[src/rtl/fifo36_verify_arb_pkg.sv]
// fifo36_verify_arb_pkg: fifo36 field positions and arbiter FSM encoding shared by the arbiter files
package fifo36_verify_arb_pkg;
    localparam int FIFO36_W       = 36;
    localparam int FIFO36_SOF_BIT = 32;
    localparam int FIFO36_EOF_BIT = 33;
    localparam int FIFO36_OCC_LSB = 34;
    localparam int FIFO36_OCC_MSB = 35;
    localparam int NPORTS         = 4;
    typedef enum logic {ST_IDLE = 1'b0, ST_HOLD = 1'b1} state_t;
endpackage

[src/rtl/fifo36_verify_arb_rr_pick4.sv]
// rr_pick4: rotating-priority encoder, first set request at or after ptr (mod 4)
module rr_pick4 (
    input  logic [3:0] req,
    input  logic [1:0] ptr,
    output logic [1:0] gnt_idx,
    output logic       gnt_any
);
    logic [7:0] dbl;
    logic [3:0] rot;
    logic [1:0] off;
    // rotate so the pointer position is bit 0, then take the lowest set bit
    always_comb begin
        dbl     = {req, req} >> ptr;
        rot     = dbl[3:0];
        off     = rot[0] ? 2'd0 : rot[1] ? 2'd1 : rot[2] ? 2'd2 : 2'd3;
        gnt_idx = ptr + off;
        gnt_any = |req;
    end
endmodule

[src/rtl/fifo36_verify_arb.sv]
// fifo36_verify_arb: packet-atomic round-robin arbiter of four fifo36 sources onto one verifier
// Optional per-port EOF statistics when FIFO36_VERIFY_ARB_STATS_EN is defined.
module fifo36_verify_arb
    import fifo36_verify_arb_pkg::*;
#(
    parameter logic [15:0] TIMEOUT = 16'd0
) (
    input  logic         clk,
    input  logic         reset_n,
    input  logic         clear,
    input  logic [3:0]   enable_mask,
    input  logic [143:0] data_i,
    input  logic [3:0]   src_rdy_i,
    output logic [3:0]   dst_rdy_o,
    output logic [35:0]  data_o,
    output logic         src_rdy_o,
    input  logic         dst_rdy_i,
    output logic         grant_valid,
    output logic [1:0]   grant_port,
    output logic         timeout_pulse,
    output logic [15:0]  timeout_cnt,
    input  logic [1:0]   stat_sel,
    output logic [31:0]  stat_o
);
    state_t      state, state_nxt;
    logic [1:0]  rr_ptr, pick_idx;
    logic        pick_any, hold, sel_rdy, eof_xfer, expire;
    logic [15:0] stall_cnt, stall_nxt;
    logic [35:0] words [NPORTS];
    logic [35:0] sel_word;

    for (genvar g = 0; g < NPORTS; g++) begin : g_words
        assign words[g] = data_i[FIFO36_W*g +: FIFO36_W];
    end

    rr_pick4 u_pick (
        .req     (src_rdy_i & enable_mask),
        .ptr     (rr_ptr),
        .gnt_idx (pick_idx),
        .gnt_any (pick_any)
    );

    // zero-latency pass-through of the granted port, watchdog and next-state decode
    always_comb begin
        hold                  = state == ST_HOLD;
        sel_word              = words[grant_port];
        sel_rdy               = src_rdy_i[grant_port];
        data_o                = hold ? sel_word : '0;
        src_rdy_o             = hold & sel_rdy;
        dst_rdy_o             = '0;
        dst_rdy_o[grant_port] = hold & dst_rdy_i;
        eof_xfer              = src_rdy_o & dst_rdy_i & sel_word[FIFO36_EOF_BIT];
        stall_nxt             = sel_rdy ? 16'd0 : stall_cnt + 16'd1;
        expire                = hold && TIMEOUT != 16'd0 && stall_nxt == TIMEOUT;
        grant_valid           = hold;
        state_nxt             = state;
        if (!hold && pick_any)
            state_nxt = ST_HOLD;
        if (hold && (eof_xfer || expire))
            state_nxt = ST_IDLE;
    end

    // FSM state register; clear truncates any packet in flight
    always_ff @(posedge clk or negedge reset_n) begin
        if (!reset_n)
            state <= ST_IDLE;
        else if (clear)
            state <= ST_IDLE;
        else
            state <= state_nxt;
    end

    // grant bookkeeping, round-robin pointer and watchdog counters
    always_ff @(posedge clk or negedge reset_n) begin
        if (!reset_n) begin
            rr_ptr        <= 2'd0;
            grant_port    <= 2'd0;
            stall_cnt     <= 16'd0;
            timeout_pulse <= 1'b0;
            timeout_cnt   <= 16'd0;
        end else if (clear) begin
            rr_ptr        <= 2'd0;
            stall_cnt     <= 16'd0;
            timeout_pulse <= 1'b0;
            timeout_cnt   <= 16'd0;
        end else begin
            timeout_pulse <= expire;
            stall_cnt     <= hold ? stall_nxt : 16'd0;
            if (!hold && pick_any)
                grant_port <= pick_idx;
            if (eof_xfer || expire)
                rr_ptr <= grant_port + 2'd1;
            if (expire && timeout_cnt != 16'hFFFF)
                timeout_cnt <= timeout_cnt + 16'd1;
        end
    end

`ifdef FIFO36_VERIFY_ARB_STATS_EN
    logic [31:0] eof_cnt [NPORTS];
    // per-port EOF transfer counters with a registered read port
    always_ff @(posedge clk or negedge reset_n) begin
        if (!reset_n) begin
            for (int i = 0; i < NPORTS; i++) eof_cnt[i] <= '0;
            stat_o <= '0;
        end else if (clear) begin
            for (int i = 0; i < NPORTS; i++) eof_cnt[i] <= '0;
            stat_o <= '0;
        end else begin
            stat_o <= eof_cnt[stat_sel];
            if (eof_xfer)
                eof_cnt[grant_port] <= eof_cnt[grant_port] + 32'd1;
        end
    end
`else
    logic unused_stat_sel;
    assign unused_stat_sel = ^stat_sel;
    assign stat_o          = '0;
`endif
endmodule

[config.mk]
export PLATFORM = sky130hd
export DESIGN_NAME = fifo36_verify_arb
export DESIGN_NICKNAME = d
export VERILOG_FILES = /design/src/rtl/fifo36_verify_arb_pkg.sv /design/src/rtl/fifo36_verify_arb_rr_pick4.sv /design/src/rtl/fifo36_verify_arb.sv
export SDC_FILE = /design/constraint.sdc
export NUM_CORES = 1
export LEC_CHECK = 0
export ABC_AREA = 1
export CORE_MARGIN = 8
export CORE_UTILIZATION = 30
export CTS_CLUSTER_DIAMETER = 80
export DETAILED_ROUTE_END_ITERATION = 8
export GPL_ROUTABILITY_DRIVEN = 0
export PLACE_DENSITY = 0.9
export SKIP_CTS_REPAIR_TIMING = 1
export SLEW_MARGIN = 0
export SYNTH_ARGS = -nofsm -noshare
export SYNTH_HDL_FRONTEND = slang
export SYNTH_SLANG_ARGS = --single-unit
[constraint.sdc]
create_clock -name clk -period 3.6 [get_ports clk]
set_input_delay 0.72 -clock clk [delete_from_list [all_inputs] [get_ports clk]]
set_output_delay 0.72 -clock clk [all_outputs]
set_load 0.005 [all_outputs]
==> results.yml, run 1 <==
run_status:
  outcome: "finished, final reports clean"
setup_path:
  cpPeakStageDelay_ns: 0.59
  start_kind: "flip-flop"
  slowest_stage: "dfrtp_2"
  crit_chain: "inv_2 -> buf_4 -> o21ai_0 -> a21oi_1 -> clkdlybuf4s50_1"
  cp.arrival_ns: 2.19
  cp.required_ns: 2.88
  critical_path_buf_inv_count: 3
  critPathKind: "reg -> out"
  endpoint_kind: "primary output"
  crit_fanout: 39
  crit_family: "buffers and inverters"
die:
  die_y_um: 99.6
  coreArea_um2: 6790
  start_util: 0.308
  ios: 251
  dieArea_um2: 9910
  die_x_um: 99.6
  rows: 30
power:
  vdd_drop_max_mv: 0.327
  internal-power_uw: 965
  comb_power_share: 0.869
  power_density_nw_per_um2: 486
  p_total_mw: 1.94
  p_seq_frac: 0.076
  power_frac_clock: 0.055
  netSwitchingPower_uw: 976
  p_leak_nw: 1.70
  switching_share: 0.503
finish:
  mostFrequentLayoutCell: "clkdlybuf4s50_1"
  layout-drive-gt1-share: 0.0235
  final_cell_mix: "199 x clkdlybuf4s50_1, 151 x nor2_1, 76 x o21ai_0"
  fillers: 610
  num_antenna_cells: 0
  area_growth_pct: 90.7
  final_area_um2: 4000
  layout.nets: 759
detailed_routing:
  wl_met3_um: 736
  drtPass1Iterations: 4
  dr_wl_met2_um: 5300
  drt_iter0_markers: 159
  wl_met1_um: 4140
  wirelength_um: 10300
  highest_layer: "met4"
  vias: 3148
  drcViolationCount: 0
  ant_nets: 0
  vias_per_cell: 4.56
  avgRoutedWirePerCell_um: 14.9
clock_network:
  cts_made_buffers: 3
  clock-sinks: 5
  insertion_delay_ns: 0.22
  h-tree-depth: 1
  cts_tree: "done"
  clockBufferDepth: 2
  cts-root-buf: "clkbuf_8"
  clkTransAtPathRegs_ns: 0.04
global_route:
  grt_usage: 0.192
  grt_antenna_before_repair: 0
  grt_pass1_wl_um: 15800
  grt_pass1_vias: 3229
  grt_max_degree: 42
  grt.overflow.total: 0
timing:
  fin_tns_setup_ns: 0
  setup_slack_ns: 0.687
  tightest_slew_ns: 0.524
  fin_hold_ws_ns: 0.565
  fmax_mhz: 343
  post-route-period-util: 0.809
  fin_crit_ns: 2.91
  slew_headroom: 0.650
  fin_worst_skew_ns: 0.00236
  finalSetupViolCount: 0
  report.final.slew_viol_count: 0
  rsz0062_at_grt: "false"
  hold_viol_final: 0
place:
  dp_hpwl_um: 8190
  placed_cell_area_um2: 3950
  numPortBuffers: 199
  post-place-ws_ns: 0.698
synth:
  ys_ff_latch: 5
  netlist_area_um2: 2090
  synth_warnings: 0
  synth_cell_types: 20
  syn_inst: 414
  avgSynthCellArea_um2: 5.06
  yosysSeqAreaShare: 0.0597
job:
  maxCapViolCount: 0
hold_path:
  holdCritPathClass: "reg -> reg"
-- state kept, by name (all words and copies together), names as in the netlist --
signal	count
grant_valid	1
rr_ptr	2
grant_port	2
-- power groups by stage --
| stage | registers (mW) | logic [mW] | clock network [mW] |
|---|---|---|---|
| after global placement | 0.146 | 1.64 | 0 |
| after CTS | 0.149 | 1.70 | 0.108 |
| final | 0.147 | 1.69 | 0.107 |
| after detailed placement | 0.149 | 1.69 | 0 |
| after floorplan | 0.109 | 1.04 | 0 |
| after global routing | 0.159 | 1.89 | 0.111 |
-- worst reg2reg max path, cell delays in order (launching register included) --
cell,delay (ns)
dfrtp_2,0.69
inv_2,0.07
buf_4,0.26
nand2_1,0.13
o211ai_2,0.08
nand2_1,0.12
nand3b_1,0.10
nand2_1,0.12
inv_2,0.06
nand2_1,0.06
nand2_1,0.07
-- cell usage after synthesis --
library cell,n,area share
clkbuf_1,11,0.020
inv_2,2,0.0036
o21bai_1,1,0.0036
nand4_1,1,0.0030
inv_1,18,0.032
nor2_1,151,0.27
dfrtp_1,5,0.060
nand3b_1,1,0.0036
buf_4,50,0.18
buf_2,15,0.036
o22ai_1,1,0.0030
nand2_1,26,0.047
conb_1,1,0.0018
a21oi_1,38,0.091
o21ai_1,3,0.0072
o211ai_2,1,0.0060
nand3_1,7,0.017
buf_6,1,0.0054
ha_1,5,0.030
o21ai_0,76,0.18
-- cell type report --
class / instances / area, µm² / share of cell area
clock buffer: 4 / 45.0 / 0.0113
timing repair buffer: 206 / 2060 / 0.515
multi-input combinational: 360 / 1570 / 0.393
sequential: 5 / 126 / 0.0316
tap: 96 / 120 / 0.0301
inverter: 20 / 75.1 / 0.0188
-- stage by stage --
| step | cells | utilization |
|---|---|---|
| 3_5_place_dp | 687 | 0.581 |
| 5_1_grt | 691 | 0.588 |
| 2_1_floorplan | 462 | - |
| 3_3_place_gp | 687 | 0.581 |
| 6_report | 691 | 0.588 |
| 4_1_cts | 691 | 0.588 |
-- logic make-up (layout without fill, tap and decap cells) --
group                    Yosys count  after routing  share of synthesized area
AND/OR/NAND/NOR                  186            186                      0.340
buffers and inverters             97            230                      0.276
AO/OA/AOI/OAI                    120            120                      0.292
other                              1             49                    0.00179
adder cells (fa/ha/maj)            5              5                     0.0299
flip-flops                         5              5                     0.0597
-- per-layer routing --
layer,track usage,up-vias
li1,-,1594
met1,0.212,1391
met2,0.368,155
met3,0.0321,8
met4,0.0431,0
met5,0,-
-- worst paths after layout --
path                               start            end  slack (ns)  depth (start not counted)
setup / recovery           grant_port[0]     data_o[32]        0.69                          5
hold / removal               grant_valid    grant_valid        0.57                          2
hold reg to reg              grant_valid    grant_valid        0.57                          2
min in group asynchronous        reset_n      rr_ptr[0]        0.72                          1
max in group asynchronous        reset_n  grant_port[0]        2.66                          1
setup reg to reg           grant_port[0]      rr_ptr[0]        1.74                         10
Note: power is estimated with default switching activity, not from simulation.
==> inputs of run 2 (changes only) <==
- CORE_UTILIZATION: 30 -> 25
- PLACE_DENSITY: 0.9 -> 0.8
- clock period: 3.6 -> 2.5 ns (I/O delays scaled with it)
==> run 2 against run 1 <==
Count of clock-buffer cells in the layout unchanged. Design area up 1.8%. First-iteration DRC count up 30%. Utilization down 9.0 points. Power up 49%. Die area up 17%. Largest cell class unchanged. Critical endpoint is now data_o[4]. Global-route usage down 3.2 points. Combinational power up 53%. Highest routed layer unchanged.
==> results.yml, run 2 (synthesis gave the netlist of run 1 again) <==
global_route:
  met2_usage: 0.300
  grt_antenna_before_repair: 0
  met1_usage: 0.176
  busiest_layer: "met2"
  grt_usage: 0.160
  met3_usage: 0.0455
  grt_pass1_wl_um: 15400
  grt.overflow.total: 0
  grt_max_degree: 38
  grt_pass1_vias: 3191
die:
  coreArea_um2: 8180
  die_y_um: 108
  start_util: 0.256
  die_x_um: 108
  rows: 33
  dieArea_um2: 11600
  ios: 251
clock_network:
  cts_tree: "done"
  clkTransAtPathRegs_ns: 0.04
  cts_made_buffers: 3
  clockBufferDepth: 2
  clock-sinks: 5
  cts-root-buf: "clkbuf_8"
  h-tree-depth: 1
  insertion_delay_ns: 0.22
place:
  numPortBuffers: 199
  placed_cell_area_um2: 4000
  dp_hpwl_um: 8600
setup_path:
  rrSetupSlack_ns: 0.86
  crit_fanout: 34
  cp.arrival_ns: 1.93
  cp.required_ns: 2.00
  r2r_start: "rr_ptr[0]"
  crit_start: "grant_port[0]"
  critPathKind: "reg -> out"
  start_kind: "flip-flop"
  r2r_end: "grant_port[1]"
  endpoint_kind: "primary output"
  reg2regPathDepth: 9
timing:
  report.final.slew_viol_count: 0
  fin_crit_ns: 2.43
  fin_hold_ws_ns: 0.502
  finalSetupViolCount: 0
  fmax_mhz: 412
  post-route-period-util: 0.971
  rsz0062_at_grt: "true"
  fin_worst_skew_ns: 0.000800
  hold_viol_final: 0
detailed_routing:
  ant_nets: 0
  vias_per_cell: 4.46
  drtPass1Iterations: 4
  drt_iter0_markers: 207
  avgRoutedWirePerCell_um: 14.6
  drcViolationCount: 0
  vias: 3150
  wirelength_um: 10300
power:
  vdd_drop_max_mv: 0.411
  power_frac_clock: 0.052
  power_density_nw_per_um2: 710
  netSwitchingPower_mw: 1.43
  switching_share: 0.494
  p_seq_frac: 0.056
  p_leak_nw: 1.75
  comb_power_share: 0.892
  internal-power_mw: 1.46
job:
  maxCapViolCount: 0
finish:
  fillers: 821
  num_antenna_cells: 0
  final_cell_mix: "198 x clkdlybuf4s50_1, 151 x nor2_1, 76 x o21ai_0"
  layout.nets: 765
  final_area_um2: 4070
  mostFrequentLayoutCell: "clkdlybuf4s50_1"
  layout-drive-gt1-share: 0.0349
  area_growth_pct: 94.3
run_status:
  outcome: "finished, final reports clean"
hold_path:
  holdCritPathClass: "in -> async"
run 2: cell count changes in the layout (fill, tap and decap cells not counted):
cell,before,now
a21oi_1,38,37
a21oi_2,0,1
buf_4,6,10
buf_6,0,1
buf_8,0,1
clkdlybuf4s50_1,199,198
dlymetal6s2s_1,0,1
run 2: critical path: stages, from the launching register on:
cell	delay (ns)
dfrtp_2	0.44
inv_2	0.08
buf_4	0.28
o21ai_0	0.18
a21oi_1	0.18
clkdlybuf4s50_1	0.53
run 2: cell type report:
cell class	count	area, µm²	area share
clock buffers	4	45.0	0.0111
inverters	20	75.1	0.0185
multi-input cells	360	1580	0.387
flip-flops and latches	5	126	0.0311
well taps	105	131	0.0323
repair buffers	212	2120	0.520
run 2: worst max path at each step:
| stage | end | slack [ns] | cells past startpoint |
|---|---|---|---|
| finish | data_o[4] | 0.07 | 5 |
| floorplan | dst_rdy_o[0] | 0.77 | 6 |
| CTS | data_o[29] | 0.006 | 6 |
| detailed placement | src_rdy_o | 0.08 | 6 |
| global route | dst_rdy_o[2] | -0.03 | 6 |
| global placement | src_rdy_o | 0.1 | 6 |
run 2: power by group through the flow:
stage | Combinational [mW] | Sequential, mW | Clock, mW
floorplan | 1.50 | 0.157 | 0
global placement | 2.50 | 0.156 | 0
detailed placement | 2.55 | 0.158 | 0
CTS | 2.56 | 0.158 | 0.152
global route | 2.89 | 0.171 | 0.158
finish | 2.58 | 0.162 | 0.151
run 2: through the flow:
stage / setup TNS [ns] / setup WS [ns] / instances / total power [mW] / util
finish: 0 / 0.0723 / 706 / 2.89 / 0.498
global route: -0.118 / -0.0327 / 706 / 3.21 / 0.498
CTS: 0 / 0.00583 / 705 / 2.87 / 0.495
detailed placement: 0 / 0.0847 / 701 / 2.71 / 0.489
global placement: 0 / 0.0977 / 701 / 2.65 / 0.489
floorplan: 0 / 0.772 / 462 / 1.65 / -
run 2: layer usage:
metal  wire length [µm]  vias up
li1                   -     1605
met1               4100     1370
met2               5140      167
met3               1010        8
met4                 75        0
met5                  0        -
==> inputs of run 3 (changes only) <==
- CTS_BUF_LIST: not set -> sky130_fd_sc_hd__clkbuf_4
==> run 3 against run 2 <==
Combinational power hardly changed. Sequential cell count stayed put. Wire length is 0.12% higher. Power is 1.4% lower. Sequential power hardly changed. Hold slack worse by 0.027 ns. Non-clock buffer count stayed put. Die area stayed put.
==> results.yml, run 3 (synthesis gave the netlist of run 1 again) <==
global_route:
  grt.overflow.total: 0
  grt_pass1_vias: 3200
  grt_usage: 0.160
  grt_pass1_wl_um: 15400
  grt_max_degree: 38
  grt_antenna_before_repair: 0
detailed_routing:
  vias_per_cell: 4.46
  avgRoutedWirePerCell_um: 14.6
  drt_iter0_markers: 209
  ant_nets: 0
  drtPass1Iterations: 4
  vias: 3152
  wirelength_um: 10300
  drcViolationCount: 0
timing:
  fin_hold_ws_ns: 0.475
  fin_crit_ns: 2.45
  rsz0062_at_grt: "true"
  fin_worst_skew_ns: 0.000869
  hold_viol_final: 0
  post-route-period-util: 0.979
  report.final.slew_viol_count: 0
  finalSetupViolCount: 0
  fmax_mhz: 409
finish:
  mostFrequentLayoutCell: "clkdlybuf4s50_1"
  area_growth_pct: 93.4
  final_cell_mix: "199 x clkdlybuf4s50_1, 151 x nor2_1, 76 x o21ai_0"
  layoutNonFillerInstCount: 706
  final_util: 0.496
  layout.nets: 765
  layout-drive-gt1-share: 0.0366
  num_antenna_cells: 0
setup_path:
  cp.arrival_ns: 1.95
  crit_fanout: 34
  crit_family: "buffers and inverters"
  slowest_stage: "clkdlybuf4s50_1"
  rrSetupSlack_ns: 0.86
  critPathKind: "reg -> out"
  crit_chain: "inv_2 -> buf_4 -> o21ai_0 -> a21oi_1 -> clkdlybuf4s50_1"
  start_kind: "flip-flop"
  cp.required_ns: 2.00
  critical_path_buf_inv_count: 3
  cpPeakStageDelay_ns: 0.53
  endpoint_kind: "primary output"
hold_path:
  holdCritPathClass: "in -> async"
clock_network:
  clockBufferDepth: 2
  insertion_delay_ns: 0.24
  cts_made_buffers: 3
  cts-root-buf: "clkbuf_4"
  clock-sinks: 5
  clkTransAtPathRegs_ns: 0.04
  h-tree-depth: 1
  cts_tree: "done"
power:
  vdd_drop_max_mv: 0.446
  power_density_nw_per_um2: 703
  p_leak_nw: 1.73
  p_total_mw: 2.85
die:
  coreArea_um2: 8180
  dieArea_um2: 11600
  die_y_um: 108
  start_util: 0.256
  die_x_um: 108
  ios: 251
  rows: 33
place:
  numPortBuffers: 199
  placed_cells: 701
  dp_hpwl_um: 8600
job:
  maxCapViolCount: 0
run_status:
  outcome: "finished, final reports clean"
[run 3: final timing paths]
path                          startpoint            end  cells after the start
max                        grant_port[0]      data_o[4]                      5
min                              reset_n      rr_ptr[1]                      1
max reg2reg                grant_port[0]    grant_valid                     10
min reg2reg                  grant_valid    grant_valid                      2
max in group asynchronous        reset_n  grant_port[0]                      1
min in group clk             grant_valid    grant_valid                      2
[run 3: worst reg2reg max path: cells and delay by family (launching register included)]
family                 cells  cell delay [ns]
buffers and inverters      4             0.47
DFF                        1             0.44
and+or+nand+nor            4             0.35
AOI/OAI and AO/OA          2             0.27
[run 3: power breakdown]
part | switching [mW] | leakage [nW] | internal (mW) | total [mW]
Combinational | 1.34 | 1.65 | 1.24 | 2.58
Clock | 0.0339 | 0.0184 | 0.0712 | 0.105
Sequential | 0.0472 | 0.0617 | 0.115 | 0.162
[run 3: metrics by stage]
stage	area, µm²	worst slack [ns]	TNS, ns
after floorplan	2270	0.772	0
after global placement	4000	0.0977	0
after detailed placement	4000	0.0847	0
after CTS	4030	-0.0165	-0.0446
after global routing	4050	-0.0609	-0.468
final	4050	0.0521	0
[run 3: final cells by class]
type                            count  area, µm²
Clock buffer                        4       30.0
Inverter                           20       75.1
Fill cell                         818       4120
Sequential cell                     5        126
Multi-Input combinational cell    360       1580
Tap cell                          105        131
Timing Repair Buffer              212       2110
[run 3: metal layers]
layer,part of all wire,track usage,wire length [µm]
met1,0.40,0.176,4160
met2,0.49,0.299,5090
met3,0.097,0.0473,1010
met4,0.0063,0.0218,65
met5,0,0,0
